File: config.mk
export PLATFORM = sky130hd
export DESIGN_NAME = timeslot_scheduler_flat
export DESIGN_NICKNAME = d
export VERILOG_FILES = /design/src/rtl/timeslot_pkg.sv /design/src/rtl/timeslot_scheduler_if.sv /design/src/rtl/slot_counter.sv /design/src/rtl/timeslot_scheduler.sv /design/src/flat_wrapper.sv
export SDC_FILE = /design/constraint.sdc
export NUM_CORES = 1
export LEC_CHECK = 0
export ABC_AREA = 1
export BUFFER_PORTS_ARGS = -buffer_cell sky130_fd_sc_hd__buf_4
export CORE_MARGIN = 2
export CORE_UTILIZATION = 60
export DETAILED_ROUTE_END_ITERATION = 12
export GPL_ROUTABILITY_DRIVEN = 0
export PLACE_DENSITY_LB_ADDON = 0.3
export SKIP_LAST_GASP = 1
export SYNTH_ARGS = -nofsm -noshare
export SYNTH_HDL_FRONTEND = slang
export SYNTH_HIERARCHICAL = 1
export SYNTH_SLANG_ARGS = --single-unit
File: constraint.sdc
create_clock -name clk -period 4.4 [get_ports clk]
set_clock_uncertainty 0.05 [all_clocks]
set_input_delay 0.22 -clock clk [delete_from_list [all_inputs] [get_ports clk]]
set_output_delay 0.22 -clock clk [all_outputs]
set_load 0.01 [all_outputs]
File: src/rtl/timeslot_pkg.sv
// Shared types and default sizing for the time-slot scheduler.
package timeslot_pkg;

  localparam int unsigned DefaultNreq  = 4;
  localparam int unsigned DefaultSlotW = 8;

  typedef enum logic [1:0] {
    StIdle,
    StGrant,
    StGuard
  } ts_state_e;

endpackage

File: src/rtl/timeslot_scheduler_if.sv
// Request/grant bundle between requesters (master) and the scheduler (slave).
interface timeslot_scheduler_if #(
  parameter int unsigned NREQ   = timeslot_pkg::DefaultNreq,
  parameter int unsigned SLOT_W = timeslot_pkg::DefaultSlotW
) ();

  localparam int unsigned OWN_W = $clog2(NREQ);

  logic              enable;
  logic [NREQ-1:0]   req;
  logic [SLOT_W-1:0] slot_len;
  logic [NREQ-1:0]   grant;
  logic [OWN_W-1:0]  owner;
  logic              busy;
  logic              slot_done;

  modport master (
    output enable, req, slot_len,
    input  grant, owner, busy, slot_done
  );

  modport slave (
    input  enable, req, slot_len,
    output grant, owner, busy, slot_done
  );

endinterface

File: src/rtl/slot_counter.sv
// Slot-length counter: counts while enabled, flags when it sits on the terminal value.
module slot_counter import timeslot_pkg::*; #(
  parameter int unsigned SLOT_W = DefaultSlotW
) (
  input  logic              clk,
  input  logic              reset,
  input  logic              clear,
  input  logic              enable,
  input  logic [SLOT_W-1:0] term,
  output logic              tc
);

  logic [SLOT_W-1:0] count_q;

  always_ff @(posedge clk or posedge reset) begin
    if (reset) begin
      count_q <= '0;
    end else if (clear) begin
      count_q <= '0;
    end else if (enable) begin
      count_q <= count_q + SLOT_W'(1);
    end
  end

  assign tc = (count_q == term);

endmodule

File: src/rtl/timeslot_scheduler.sv
// Round-robin time-slot scheduler: one requester owns the resource for up to slot_len
// cycles, followed by a one-cycle guard gap.
module timeslot_scheduler import timeslot_pkg::*; #(
  parameter int unsigned NREQ   = DefaultNreq,
  parameter int unsigned SLOT_W = DefaultSlotW
) (
  input  logic                 clk,
  input  logic                 reset,
  timeslot_scheduler_if.slave  bus
);

  localparam int unsigned OWN_W = $clog2(NREQ);

  ts_state_e         state_q;
  logic [NREQ-1:0]   grant_q;
  logic [OWN_W-1:0]  owner_q;
  logic [OWN_W-1:0]  rr_ptr_q;
  logic [OWN_W-1:0]  winner;
  logic              busy_q;
  logic              done_q;
  logic [SLOT_W-1:0] len_q;
  logic              tc;

  // First set request found searching upward from ptr+1, wrapping at NREQ.
  function automatic logic [OWN_W-1:0] rr_pick(input logic [NREQ-1:0] r,
                                               input logic [OWN_W-1:0] ptr);
    logic [OWN_W-1:0] pick;
    logic             found;
    int unsigned      idx;
    pick  = ptr;
    found = 1'b0;
    for (int unsigned k = 1; k <= NREQ; k++) begin
      idx = (32'(ptr) + k) % NREQ;
      if (!found && r[idx[OWN_W-1:0]]) begin
        pick  = idx[OWN_W-1:0];
        found = 1'b1;
      end
    end
    return pick;
  endfunction

  assign winner = rr_pick(bus.req, rr_ptr_q);

  slot_counter #(
    .SLOT_W (SLOT_W)
  ) u_slot_counter (
    .clk    (clk),
    .reset  (reset),
    .clear  (state_q != StGrant),
    .enable (state_q == StGrant),
    .term   (len_q - SLOT_W'(1)),
    .tc     (tc)
  );

  always_ff @(posedge clk or posedge reset) begin
    if (reset) begin
      state_q  <= StIdle;
      grant_q  <= '0;
      owner_q  <= '0;
      rr_ptr_q <= OWN_W'(NREQ - 1);
      busy_q   <= 1'b0;
      done_q   <= 1'b0;
      len_q    <= SLOT_W'(1);
    end else begin
      done_q <= 1'b0;
      unique case (state_q)
        StIdle: begin
          if (bus.enable && (|bus.req)) begin
            state_q  <= StGrant;
            grant_q  <= NREQ'(1) << winner;
            owner_q  <= winner;
            rr_ptr_q <= winner;
            busy_q   <= 1'b1;
            len_q    <= (bus.slot_len == '0) ? SLOT_W'(1) : bus.slot_len;
          end
        end
        StGrant: begin
          // Release beats expiry, so a simultaneous drop never reports slot_done.
          if (!bus.req[owner_q]) begin
            state_q <= StGuard;
            grant_q <= '0;
          end else if (tc) begin
            state_q <= StGuard;
            grant_q <= '0;
            done_q  <= 1'b1;
          end
        end
        StGuard: begin
          state_q <= StIdle;
          busy_q  <= 1'b0;
        end
        default: begin
          state_q <= StIdle;
          grant_q <= '0;
          busy_q  <= 1'b0;
        end
      endcase
    end
  end

  assign bus.grant     = grant_q;
  assign bus.owner     = owner_q;
  assign bus.busy      = busy_q;
  assign bus.slot_done = done_q;

endmodule

File: src/flat_wrapper.sv
// flat-port wrapper written by rule: the top's interface ports become plain ports
module timeslot_scheduler_flat import timeslot_pkg::*;
#(
  parameter int unsigned NREQ   = DefaultNreq,
  parameter int unsigned SLOT_W = DefaultSlotW
)
  (clk, reset, bus_enable, bus_req, bus_slot_len, bus_grant, bus_owner, bus_busy, bus_slot_done);
  timeslot_scheduler_if #(.NREQ(NREQ), .SLOT_W(SLOT_W)) bus_i ();
  input  logic clk;
  input  logic reset;
  input wire logic [$bits(bus_i.enable)-1:0] bus_enable;
  input wire logic [$bits(bus_i.req)-1:0] bus_req;
  input wire logic [$bits(bus_i.slot_len)-1:0] bus_slot_len;
  output wire logic [$bits(bus_i.grant)-1:0] bus_grant;
  output wire logic [$bits(bus_i.owner)-1:0] bus_owner;
  output wire logic [$bits(bus_i.busy)-1:0] bus_busy;
  output wire logic [$bits(bus_i.slot_done)-1:0] bus_slot_done;
  assign bus_i.enable = bus_enable;
  assign bus_i.req = bus_req;
  assign bus_i.slot_len = bus_slot_len;
  assign bus_grant = bus_i.grant;
  assign bus_owner = bus_i.owner;
  assign bus_busy = bus_i.busy;
  assign bus_slot_done = bus_i.slot_done;
  timeslot_scheduler #(.NREQ(NREQ), .SLOT_W(SLOT_W)) u_core (.clk(clk), .reset(reset), .bus(bus_i));
endmodule
* Word level (Yosys, flattened, before mapping) *
Index checks and enable logic that the tools add are counted.

word-level totals
  flip-flop bits (word level) = 28
  input port bits = 15
  output and inout port bits = 8
  word-level logic and storage cells = 76

operators by class
  add/sub/neg operators = 6
  order comparisons = 5
  eq/ne operators = 6
  shift operators = 1
  mux-type cells = 33
  bitwise logic cells = 2
  reductions and logical operators = 15

operator list
  operator                                                    count
  two-way mux 8 bit                                           3
  less-than comparator 2 x 3 -> 1 bit, second input constant  5
  two-way mux 2 bit                                           7
  two-way mux 1 bit                                           12
  two-way mux 4 bit                                           3
  case mux 4 bit (3 select lines)                             1
  binary-select mux 1 bit (select 2 bit)                      5
  adder 8 x 1 -> 8 bit, second input constant                 1
  equality test 8 bit                                         1
  zero test 8 bit                                             1
  subtractor 8 x 1 -> 8 bit, second input constant            1
  AND reduction 2 bit                                         3
  adder 2 x 1 -> 2 bit, second input constant                 2
  adder 2 bit, second input constant                          2
  logical AND 1 bit                                           4
  inequality test 2 x 1 -> 1 bit, second input constant       2
  case mux 2 bit (2 select lines)                             1
  OR reduction 4 bit                                          1
  left shift 1 x 2 -> 4 bit, first input constant             1
  zero test 1 bit                                             3
  inequality test 3 x 2 -> 1 bit, second input constant       1
  AND reduction 3 bit                                         1
  equality test 2 x 1 -> 1 bit, second input constant         1
  equality test 2 bit, second input constant                  1
  other kinds (4)                                             5

* Depth between registers and ports, before layout *
  depth in word-level cells = 16
  gate-level depth with buffers = 14
  depth with buffers taken out = 14

* Modules after synthesis *
The synthesis kept the hierarchy.

by module, submodules not included
  module              times used  cells an instance  area an instance (sq um)  seq. area each (sq um)
  timeslot_scheduler  1           175                1,278.7                   504.2
  slot_counter        1           78                 560.5                     200.2

* Least setup slack after synthesis *
OpenSTA, ideal clock, no wires.

  path type = register to register
  start point = reg u_core.len_q[2]
  end point = reg u_core.grant_q[2] (netlist: u_core/bus.grant[2])
  library setup time = 0.116 ns
  arrival time = 1.862 ns
  data required time = 4.234 ns
  slack = 2.372 ns
  cell stages (with the launch flop) = 15
  buffers on the path = 0
  clock period less this slack = 2.028 ns
  cells stage by stage = dfrtp_1 nor2_1 nand2_1 or3_1 nor3_2 xor2_1 xor2_1 nor2_1 nand2_1 nor2_1 nor2_1 inv_1 nand2_1 nand2_1 nand2_1

between the ends
  word-level cells in the longest chain between the ends = 4

ends and longest elaborated chain
  element                                   RTL line                  source
  start, declared                           timeslot_scheduler.sv:21  logic [SLOT_W-1:0] len_q;
  start signal, assigned                    timeslot_scheduler.sv:74  len_q <= (bus.slot_len == '0) ? SLOT_W'(1) : bus.slot_len;
  subtractor 8 x 1 -> 8 bit                 timeslot_scheduler.sv:51  .term (len_q - SLOT_W'(1)),
  equality test 8 bit                       slot_counter.sv:25        assign tc = (count_q == term);
  via u_core.tc                             timeslot_scheduler.sv:22  logic tc;
  inequality test 3 x 2 -> 1 bit (no line)  --
  AND reduction 3 bit (no line)             --
  end signal, assigned                      timeslot_scheduler.sv:70  grant_q <= NREQ'(1) << winner;
  end, declared                             timeslot_scheduler.sv:15  logic [NREQ-1:0] grant_q;

The timed path passes the listed nets, and every way through them passes these cells.
A chain may end at the register's enable or synchronous reset.

* Final worst setup path *
  start point = reg u_core.len_q[2]
  end point = reg u_core.grant_q[1] (netlist: u_core/bus.grant[1])

Same word-level chain as after synthesis.

==> impl_metrics.py <==
metrics = {
    "global_route": {
        "overflow": 0,
        "grt.busiest_layer": "met2",
        "use_met3_pct": 2.62,
        "grt_pass1_vias": 1432,
        "antenna_found_initial": 0,
        "grt_pass1_wl_mm": 5.94,
        "grt_use_total_pct": 21.8,
        "met1_usage_pct": 30.4,
        "grt_max_degree": 21,
        "use_met2_pct": 35.8,
    },
    "clock_network": {
        "cts-root-buf": "clkbuf_4",
        "cts.repair.resized": 0,
        "clock_latency_ns": 0.32,
        "post-cts-setup-buffers": 0,
        "cts_sinks": 28,
        "tritoncts": "done",
        "cts.path.max_buffers": 2,
        "clkSlewWorstSetupHoldPaths_ns": 0.15,
        "htreeDepth": 1,
        "numCtsBuffers": 3,
    },
    "floorplanning": {
        "start_util_pct": 61.8,
        "fp.dieW_um": 59.4,
        "ioPinCount": 23,
        "row_count": 20,
        "dieArea_um2": 3520,
        "die_y_um": 59.4,
        "core_um2": 2980,
    },
    "pwr": {
        "comb_power_share_pct": 57.0,
        "p_sw_share_pct": 47.8,
        "pwr-share-seq_pct": 33.4,
        "finalPower_mw": 1.29,
        "p_per_area_nw_per_um2": 623,
        "switching_power_uw": 616,
        "power_frac_clock_pct": 9.6,
        "peakVddDrop_mv": 0.412,
        "internal_power_uw": 673,
        "power.leakage_nw": 1.15,
    },
    "final_layout": {
        "final_cell_count_no_fill": 311,
        "final_cell_mix": "nand2_1, inv_1, dfrtp_1, nor2_1, buf_4",
        "drive_gt1_share_pct": 20.5,
        "design_area_um2": 2070,
        "fill_cells": 265,
        "final_common_cell": "nand2_1",
        "syn2layout_area_growth_pct": 12.5,
        "antennaDiodeCount": 0,
        "fin_nets": 296,
    },
    "job": {
        "drv_cap": 0,
    },
    "synthesis": {
        "ys_seq_area_share_pct": 38.3,
        "postSynthAreaPerCell_um2": 7.27,
        "syn_inst": 253,
        "synth_seq_cells": 28,
        "synth_fp_nets": 270,
        "yosys.area.top_type": "dfrtp_1",
        "yosysUniqueCellTypes": 29,
        "netlist.area_leader.share_pct": 34.0,
        "yosysWarnings": 6,
        "synth_edf_count": 0,
        "synth_area_leaders": "dfrtp_1, nand2_1, inv_1",
        "synthArstFlopShare_pct": 100,
        "syn_area_um2": 1840,
        "synthFlopType": "dfrtp_1",
    },
    "timing": {
        "fin_crit_sh_pct": 50.9,
        "slew_violations": 0,
        "hold_viol": 0,
        "setup_tns_ns": 0,
        "rsz0062_at_grt": "false",
        "period_minus_slack_ns": 2.24,
        "max_freq_mhz": 446,
        "worstMarginPinSlew_ns": 0.713,
        "setup_violations": 0,
        "fin_ws_ns": 2.16,
        "worst_slew_margin_rel_pct": 52.4,
    },
    "routing": {
        "firstDrtPassIters": 4,
        "viasPerCell": 5.12,
        "drc": 0,
        "wire_per_inst_um": 10.8,
        "vias": 1591,
        "drt_wl_total_mm": 3.37,
        "drtIter0Drc": 82,
        "ant_nets": 0,
    },
    "critical_path": {
        "rr_endpoint": "u_core/bus.grant[1]",
        "end_kind": "register",
        "rrSetupSlack_ns": 2.16,
        "crit_fanout": 4,
        "rr_worst_depth": 14,
        "startpoint_type": "register",
        "r2r_start": "u_core/len_q[2]",
        "critical_path_required_ns": 4.58,
        "setup.worst_path.class": "register to register",
        "critPathArrivalTime_ns": 2.42,
    },
    "status": {
        "status": "finished, final reports clean",
    },
    "min_path": {
        "hold_path_end": "u_core/len_q[6]",
        "min_path_type": "primary input to register",
        "hold_depth": 3,
        "holdCritStartpoint": "bus_slot_len[6]",
    },
    "placement": {
        "dp_slack_ns": 2.18,
        "placedCellCount": 306,
        "postPlaceCellArea_um2": 2020,
        "hpwl_mm": 2.74,
        "port_buffers": 22,
    },
}
## through the flow
step | hold WS [ns] | util (%)
floorplan | -0.0143 | -
global placement | 0.148 | 67.9
detailed placement | 0.147 | 67.9
CTS | 0.0374 | 69.5
global route | 0.0320 | 69.5
finish | 0.0469 | 69.5
## registers in the layout (all words and copies together), names as in the netlist
signal and count:
u_core/state_q 2, u_core/u_slot_counter/count_q 8, u_core/rr_ptr_q 2, u_core/bus.grant 4, u_core/bus.busy 1, u_core/bus.slot_done 1
u_core/bus.owner 2, u_core/len_q 8
## worst max path at each step
stage,start,to,slack (ns),cells after the start
floorplan,u_core/len_q[2],u_core/bus.grant[2],2.37,14
global placement,u_core/len_q[2],u_core/bus.grant[3],2.27,14
detailed placement,u_core/len_q[2],u_core/bus.grant[1],2.18,14
CTS,u_core/len_q[2],u_core/bus.grant[1],2.14,14
global route,u_core/len_q[2],u_core/bus.grant[1],1.87,14
finish,u_core/len_q[2],u_core/bus.grant[1],2.16,14
## area by class of cell
type / instances / area [um2] / share of cell area [%]
tap: 33 / 41.3 / 2.00
clock buffer: 4 / 36.3 / 1.75
multi-input combinational: 187 / 967 / 46.7
timing repair buffer: 23 / 175 / 8.46
sequential: 28 / 704 / 34.0
inverter: 36 / 145 / 7.01
## cells in the mapped netlist (all sizes together) (2+ instances only)
| library cell | instances |
|---|---|
| inv | 34 |
| clkinv | 2 |
| nand4 | 3 |
| nor3 | 3 |
| o21ai | 17 |
| dfrtp | 25 |
| nand3 | 15 |
| xnor2 | 3 |
| xor2 | 12 |
| nand2 | 97 |
| nor2 | 30 |
| buf | 2 |
| ha | 2 |
| dfstp | 3 |
| a21oi | 2 |
## kinds of logic after synthesis
logic type	Yosys count	synth area share, %
compound gates	19	5.17
xor+xnor	15	7.14
fa+ha+maj	2	1.36
buf+inv	38	9.12
flops	28	38.3
simple gates	151	38.9
## repair_timing
action | in CTS | in global routing
hold buffers | 1 | 0
setup endpoints to repair | 0 | 0
endpoints found under the hold margin | 25 | 0
## metal layers
layer | up-vias | routed length [um]
li1 | 832 | -
met1 | 736 | 1660
met2 | 21 | 1600
met3 | 2 | 84
met4 | 0 | 27
met5 | - | 0
## worst max-delay path, stage by stage, from the launching register on
cell     delay (ns)
dfrtp_1        0.44
nor2_1         0.11
nand2_1        0.07
or3_1          0.36
nor3_2         0.15
xor2_1         0.21
xor2_1         0.09
nor2_1         0.10
nand2_1        0.05
nor2_1         0.14
nor2_1         0.08
inv_1          0.07
nand2_1        0.09
nand2_1        0.08
nand2_1        0.05
## power by group through the flow
stage	logic (mW)	registers (mW)	clock network, mW
2_1_floorplan	0.611	0.413	0
3_3_place_gp	0.718	0.432	0
3_5_place_dp	0.735	0.436	0
4_1_cts	0.739	0.431	0.127
5_1_grt	0.838	0.445	0.137
6_report	0.735	0.431	0.123
No activity file was read; power rests on OpenSTA's default activity.
